**config.mk**
```make
export PLATFORM = sky130hd
export DESIGN_NAME = boa_mem_arbiter_flat
export DESIGN_NICKNAME = d
export VERILOG_FILES = /design/src/rtl/boa_mem_arbiter_pkg.sv /design/src/rtl/boa_mem_arbiter_if.sv /design/src/rtl/boa_mem_arbiter_rr_pick.sv /design/src/rtl/boa_mem_arbiter.sv /design/src/flat_wrapper.sv
export SDC_FILE = /design/constraint.sdc
export NUM_CORES = 1
export LEC_CHECK = 0
export CAP_MARGIN = 20
export CORE_AREA = 2 2 106 108
export CTS_CLUSTER_SIZE = 28
export DETAILED_ROUTE_END_ITERATION = 16
export DIE_AREA = 0 0 108 110
export PLACE_DENSITY_LB_ADDON = 0.3
export REMOVE_ABC_BUFFERS = 1
export SETUP_SLACK_MARGIN = 0.5
export SYNTH_ARGS = -nofsm -noshare
export SYNTH_HDL_FRONTEND = slang
export SYNTH_SLANG_ARGS = --single-unit
```
**constraint.sdc**
```tcl
create_clock -name clk_i -period 2.5 [get_ports clk_i]
set_input_delay 0.375 -clock clk_i [delete_from_list [all_inputs] [get_ports clk_i]]
set_output_delay 0.375 -clock clk_i [all_outputs]
set_load 0.02 [all_outputs]
```
**src/rtl/boa_mem_arbiter_pkg.sv**
```systemverilog
// Shared definitions for the boa data-memory arbiter: state encoding, port limits
// and the round-robin pointer helper.
package boa_mem_arbiter_pkg;

    localparam int unsigned ArbMaxPorts = 8;

    typedef enum logic [0:0] {
        ArbIdle,
        ArbLocked
    } arb_state_e;

    // Next round-robin start index; wraps to 0 so non-power-of-two counts stay in range.
    function automatic int unsigned arb_next_idx(input int unsigned idx, input int unsigned ports);
        return (idx + 1 >= ports) ? 0 : idx + 1;
    endfunction

endpackage

```
**src/rtl/boa_mem_arbiter_if.sv**
```systemverilog
// Single-port data-memory bus: word address, byte write enables, read data returned
// one cycle after the accepting ready.
interface boa_mem_arbiter_if;

    logic        re;
    logic [3:0]  we;
    logic [31:2] addr;
    logic [31:0] wdata;
    logic [31:0] rdata;
    logic        ready;

    modport master (
        output re, we, addr, wdata,
        input  rdata, ready
    );

    modport slave (
        input  re, we, addr, wdata,
        output rdata, ready
    );

endinterface

```
**src/rtl/boa_mem_arbiter_rr_pick.sv**
```systemverilog
// Combinational requester picker: first set request searching upward from a start
// index with wrap-around, or from index 0 when fixed priority is selected.
module boa_mem_arbiter_rr_pick #(
    parameter int unsigned Ports = 2
) (
    input  logic [Ports-1:0]                        req_i,
    input  logic [(Ports > 1 ? $clog2(Ports) : 1)-1:0] start_i,
    input  logic                                    fixed_prio_i,
    output logic [(Ports > 1 ? $clog2(Ports) : 1)-1:0] winner_o,
    output logic                                    valid_o
);

    localparam int unsigned IdxW = (Ports > 1) ? $clog2(Ports) : 1;

    int unsigned     base;
    int unsigned     idx;
    logic [IdxW-1:0] sel;

    always_comb begin
        base     = fixed_prio_i ? 0 : 32'(start_i);
        if (base >= Ports) begin
            base = 0;
        end
        idx      = 0;
        sel      = '0;
        winner_o = '0;
        valid_o  = 1'b0;
        for (int unsigned i = 0; i < Ports; i++) begin
            idx = base + i;
            if (idx >= Ports) begin
                idx = idx - Ports;
            end
            sel = IdxW'(idx);
            if (!valid_o && req_i[sel]) begin
                valid_o  = 1'b1;
                winner_o = sel;
            end
        end
    end

endmodule

```
**src/rtl/boa_mem_arbiter.sv**
```systemverilog
// Shares one data-memory bus between PORTS requesters; the grant is held across wait
// states and each read response is steered back to the port that issued it.
module boa_mem_arbiter
    import boa_mem_arbiter_pkg::*;
#(
    parameter int unsigned PORTS      = 2,
    parameter bit          FIXED_PRIO = 1'b0
) (
    input  logic                  clk_i,
    input  logic                  rst_ni,
    input  logic [PORTS-1:0]      req_re_i,
    input  logic [PORTS*4-1:0]    req_we_i,
    input  logic [PORTS*30-1:0]   req_addr_i,
    input  logic [PORTS*32-1:0]   req_wdata_i,
    output logic [PORTS-1:0]      req_ready_o,
    output logic [PORTS-1:0]      req_rvalid_o,
    output logic [31:0]           req_rdata_o,
    boa_mem_arbiter_if.master     bus
);

    localparam int unsigned IdxW = $clog2(PORTS);

    if (PORTS < 2 || PORTS > ArbMaxPorts) begin : g_ports_check
        $error("boa_mem_arbiter: PORTS must be 2..8");
    end

    arb_state_e      state_q;
    logic [IdxW-1:0] owner_q;
    logic [IdxW-1:0] rr_ptr_q;
    logic [IdxW-1:0] resp_port_q;
    logic            resp_pend_q;

    logic [PORTS-1:0] active;
    logic [IdxW-1:0]  winner;
    logic [IdxW-1:0]  grant;
    logic             any_req;
    logic             drive_en;
    logic             complete;
    logic             g_re;
    logic [3:0]       g_we;
    logic             is_read;

    always_comb begin
        for (int p = 0; p < int'(PORTS); p++) begin
            active[p] = req_re_i[p] | (|req_we_i[4*p +: 4]);
        end
    end

    boa_mem_arbiter_rr_pick #(
        .Ports (PORTS)
    ) u_pick (
        .req_i        (active),
        .start_i      (rr_ptr_q),
        .fixed_prio_i (FIXED_PRIO),
        .winner_o     (winner),
        .valid_o      (any_req)
    );

    // While locked the owner keeps the bus even if its request looks idle.
    always_comb begin
        grant     = (state_q == ArbLocked) ? owner_q : winner;
        drive_en  = rst_ni & ((state_q == ArbLocked) | any_req);
        g_re      = req_re_i[grant];
        g_we      = req_we_i[4*grant +: 4];
        is_read   = g_re & ~(|g_we);
        bus.re    = drive_en & g_re;
        bus.we    = drive_en ? g_we : 4'b0000;
        bus.addr  = req_addr_i[30*grant +: 30];
        bus.wdata = req_wdata_i[32*grant +: 32];
        complete  = drive_en & bus.ready;

        req_ready_o        = '0;
        req_ready_o[grant] = complete;

        req_rvalid_o              = '0;
        req_rvalid_o[resp_port_q] = resp_pend_q;
    end

    assign req_rdata_o = bus.rdata;

    always_ff @(posedge clk_i or negedge rst_ni) begin
        if (!rst_ni) begin
            state_q     <= ArbIdle;
            owner_q     <= '0;
            rr_ptr_q    <= '0;
            resp_port_q <= '0;
            resp_pend_q <= 1'b0;
        end else begin
            resp_pend_q <= complete & is_read;
            if (complete) begin
                rr_ptr_q <= IdxW'(arb_next_idx(32'(grant), PORTS));
                if (is_read) begin
                    resp_port_q <= grant;
                end
            end
            unique case (state_q)
                ArbIdle: begin
                    if (any_req && !bus.ready) begin
                        state_q <= ArbLocked;
                        owner_q <= winner;
                    end
                end
                ArbLocked: begin
                    if (bus.ready) begin
                        state_q <= ArbIdle;
                    end
                end
                default: state_q <= ArbIdle;
            endcase
        end
    end

endmodule

```
**src/flat_wrapper.sv**
```systemverilog
// flat-port wrapper written by rule: the top's interface ports become plain ports
module boa_mem_arbiter_flat import boa_mem_arbiter_pkg::*;
#(
    parameter int unsigned PORTS      = 2,
    parameter bit          FIXED_PRIO = 1'b0
)
  (clk_i, rst_ni, req_re_i, req_we_i, req_addr_i, req_wdata_i, req_ready_o, req_rvalid_o, req_rdata_o, bus_re, bus_we, bus_addr, bus_wdata, bus_rdata, bus_ready);
  boa_mem_arbiter_if bus_i ();
  input  logic clk_i;
  input  logic rst_ni;
  input  logic [PORTS-1:0] req_re_i;
  input  logic [PORTS*4-1:0] req_we_i;
  input  logic [PORTS*30-1:0] req_addr_i;
  input  logic [PORTS*32-1:0] req_wdata_i;
  output logic [PORTS-1:0] req_ready_o;
  output logic [PORTS-1:0] req_rvalid_o;
  output logic [31:0] req_rdata_o;
  output wire logic [$bits(bus_i.re)-1:0] bus_re;
  output wire logic [$bits(bus_i.we)-1:0] bus_we;
  output wire logic [$bits(bus_i.addr)-1:0] bus_addr;
  output wire logic [$bits(bus_i.wdata)-1:0] bus_wdata;
  input wire logic [$bits(bus_i.rdata)-1:0] bus_rdata;
  input wire logic [$bits(bus_i.ready)-1:0] bus_ready;
  assign bus_re = bus_i.re;
  assign bus_we = bus_i.we;
  assign bus_addr = bus_i.addr;
  assign bus_wdata = bus_i.wdata;
  assign bus_i.rdata = bus_rdata;
  assign bus_i.ready = bus_ready;
  boa_mem_arbiter #(.PORTS(PORTS), .FIXED_PRIO(FIXED_PRIO)) u_core (.clk_i(clk_i), .rst_ni(rst_ni), .req_re_i(req_re_i), .req_we_i(req_we_i), .req_addr_i(req_addr_i), .req_wdata_i(req_wdata_i), .req_ready_o(req_ready_o), .req_rvalid_o(req_rvalid_o), .req_rdata_o(req_rdata_o), .bus(bus_i));
endmodule
```
==> impl_results.md <==
- Result of the run: finished, violations left
- Failing checks: negative setup slack
- Post-CTS clock slew at the launch and capture registers of the worst setup and hold paths: approximately 0.030 ns
- Drc violations: 0
- Portion of the clock cycle consumed by the worst path in the final layout: 111.2%
- Clk_lat worst skew: 0.22 ns
- TritonCTS buffer count: 3
- Reg-to-Reg Start: u_core.state_q$_DFF_PN0_
- Setup ws final: -0.2805 ns
- Routed wire per std cell: 16.89 µm
- Wire length of the first global-routing pass: 11.56 mm
- Adder-cell share of the synthesized area: 0%
- Endpoint of the most critical register-to-register path: u_core.rr_ptr_q$_DFFE_PN0P_
- Synth cell types: 29
- Routability cong.: about 0.85
- Sum Neg Setup Slack: -7.826 ns
- Compound-gate portion of the synthesized area: roughly 8%
- Area of the die: about 12000 µm²
- I/O pin count: ~270
- Die span in y: approximately 110 µm
- Start-to-end type of the worst setup path: in -> out
- Number of clock sinks seen by CTS: 5
- Maximum fanout along the worst path: 4
- Most instantiated library cell after synthesis: sky130_fd_sc_hd__mux2_4
- Synth Warn #: 0
- Slew @ Worst Pin: between 0.3 and 0.4 ns
- Post-synthesis cell count: 151
- Sequential cell area fraction in the yosys report: under 10%
- HPWL reported at the end of detailed placement: 7.243 mm
- Unrepaired setup endpoints after global routing: yes
- Area of combinational cells with multiple inputs: ~1300 µm²
- Synth top cells by count: sky130_fd_sc_hd__mux2_4 (58), sky130_fd_sc_hd__buf_4 (32), sky130_fd_sc_hd__a21oi_1 (7), sky130_fd_sc_hd__buf_12 (6)
- Asr flop ratio synth: 100.0%
- Tot GR Track Use: 12.93%
- Number of buffers inserted by port buffering: 207
- Count of max-cap constraint violations: 0
- Static power due to leakage: around 2.1 nW
- Minimum hold slack: about 0.41 ns
- WP data arrival: approximately 2.4 ns
- Vias in the first global route: 2118
- Clock tree from TritonCTS: built
- GR Overflow Total: 0
- Worst setup slack for register-to-register paths: ~0.45 ns
- Iteration-0 DRC Markers: 53
- Share of final-layout standard cells stronger than drive strength 1: 56.92%
- Fill cells: 1057
- Starting density of the core: 15.88%
- CTS Root Cell: sky130_fd_sc_hd__clkbuf_8
- Antenna Violating Nets Remaining: 0
- Hold Path Class: in -> async
- Detailed-router iteration count before antenna repair: 4
- Horizontal extent of the die: ~110 µm
- Total power divided by cell area: between 500 and 600 nW/µm²
- Startpoint types: input port
- Syn Std Cell Area: between 1500 and 2000 µm²
- Standard-cell rows: 38
- Final Cell Area: about 4500 µm²
- Worst setup timing slack at the placement stage: -0.8866 ns
- Antenna violations before repair: 0
- Post-synth top area cell: sky130_fd_sc_hd__mux2_4
- CTS HTree Levels: 1
- Clock tree buffer depth: 2
- Worst IR drop on VDD: ~0.25 mV
- Largest net degree at the start of global routing: 8
- Yosys top cell area share: roughly half
- Dominant cells by area after synthesis: sky130_fd_sc_hd__mux2_4 (51%), sky130_fd_sc_hd__buf_4 (14%), sky130_fd_sc_hd__dfrtp_1 (7.4%), sky130_fd_sc_hd__buf_12 (7.1%), sky130_fd_sc_hd__mux2_2 (3.3%)
- Final period demand of the worst path: 2.780 ns
- Count of vias placed by the detailed router: around 2100
- Final WL: slightly below 9 mm
- Simple-Gate Fraction of Synth Area: 7.953%
- Sort of element at the end of the critical path: output port
- Clock Skew: 0.00008947 ns
- NumNets Final: about 550
- Fraction of synthesized cell area in xor and xnor cells: 0%
- Flip-flop and latch count after synthesis: 5
- Predominant post-synthesis flop cell: sky130_fd_sc_hd__dfrtp_1
- Overall Power: between 2 and 3 mW
- Main combinational cell family by area after synthesis: multiplexers
- Post-synthesis to final-layout area growth: 163.6%
- Post-synthesis mux area share: 54.57%
- Worst Reg2Reg Path Length in Cells: 10
- Final number of hold-violating endpoints: 0
- Avg Synthesized Cell Area: about 11 µm²
- Number of enable-type register cells in the synthesized netlist: 0
- Cts hold-fix bufs: 0
- Diodes inserted: 0
- Remaining max-slew budget at the tightest pin: between 70 and 80%
- Achievable Freq: 359.7 MHz
- Max-slew violation count: 0
- Average vias per placed instance: ~4.1
- Setup violation total in the final timing report: 67
- Sequential cell area: 125.1 µm²
- Data required time of the worst path: 2.12 ns
- Core region area: 10700 µm²
- Cell Area, Placed: 3817 µm²
placed cells by master (no fill, tap or decap), types with 5 or more instances in the layout:
master,instances
sky130_fd_sc_hd__dfrtp_1,5
sky130_fd_sc_hd__o21ai_0,5
sky130_fd_sc_hd__buf_12,7
sky130_fd_sc_hd__clkdlybuf4s50_1,129
sky130_fd_sc_hd__a21oi_1,6
sky130_fd_sc_hd__buf_6,83
sky130_fd_sc_hd__buf_4,31
sky130_fd_sc_hd__mux2_4,62
worst max-delay path, cell delays in order:
cell and delay [ns]:
sky130_fd_sc_hd__buf_6 0.09, sky130_fd_sc_hd__or4_4 0.53, sky130_fd_sc_hd__or3_4 0.38, sky130_fd_sc_hd__nand2_8 0.11
sky130_fd_sc_hd__buf_12 0.12, sky130_fd_sc_hd__buf_12 0.09, sky130_fd_sc_hd__buf_8 0.09, sky130_fd_sc_hd__buf_16 0.11
sky130_fd_sc_hd__buf_6 0.08, sky130_fd_sc_hd__mux2_4 0.29, sky130_fd_sc_hd__buf_6 0.13
stage by stage:
step | util (%) | std cells
floorplan | - | 112
global placement | 35.68 | 488
detailed placement | 35.68 | 488
CTS | 40.19 | 519
global route | 41.87 | 523
finish | 41.87 | 523
sequential cells by signal (all words and copies together) (netlist names):
signal	count
u_core.owner_q	1
u_core.resp_pend_q	1
u_core.resp_port_q	1
u_core.rr_ptr_q	1
u_core.state_q	1
logic make-up after synthesis:
kind of cell	Yosys count
flip-flops	5
multiplexers	63
buffers and inverters	40
AO/OA/AOI/OAI	21
AND/OR/NAND/NOR	22
routing by layer:
layer | global-route usage (%) | vias to the layer above | part of all wire (%)
met4 | 2.930 | 0 | 0.62
met3 | 9.112 | 5 | 16
met2 | 21.11 | 148 | 49
met1 | 13.54 | 981 | 35
li1 | - | 986 | -
met5 | 1.786 | - | 0
report_power, final:
part / total [mW] / switching, mW / internal (mW)
Sequential: 0.111 / 0.0153 / 0.0961
Clock: 0.145 / 0.0358 / 0.109
Combinational: 2.25 / 0.837 / 1.42
worst max-delay path by stage:
stage               slack [ns]             to         from
floorplan                -0.18    bus_addr[7]  req_we_i[5]
finish                   -0.28   bus_addr[22]  req_we_i[6]
CTS                      -0.35   bus_addr[22]  req_we_i[6]
detailed placement       -0.89  bus_wdata[12]  req_we_i[5]
global placement         -0.87   bus_addr[22]  req_we_i[5]
global route             -0.32   bus_addr[22]  req_we_i[6]
area by class of cell:
class	instances	area share [%]
flip-flops and latches	5	2.793
clock buffers	4	1.006
inverters	1	0.08380
multi-input cells	106	29.16
repair buffers	267	63.04
well taps	140	3.911
repair_timing:
item,4_1_cts,5_1_grt
buffers inserted,23,4
hold endpoints to repair,0,0
pin swaps,6,5
gates cloned,4,0
resized for setup,442,54
setup endpoints to repair,72,70
Power figures use the tool's default switching activity.
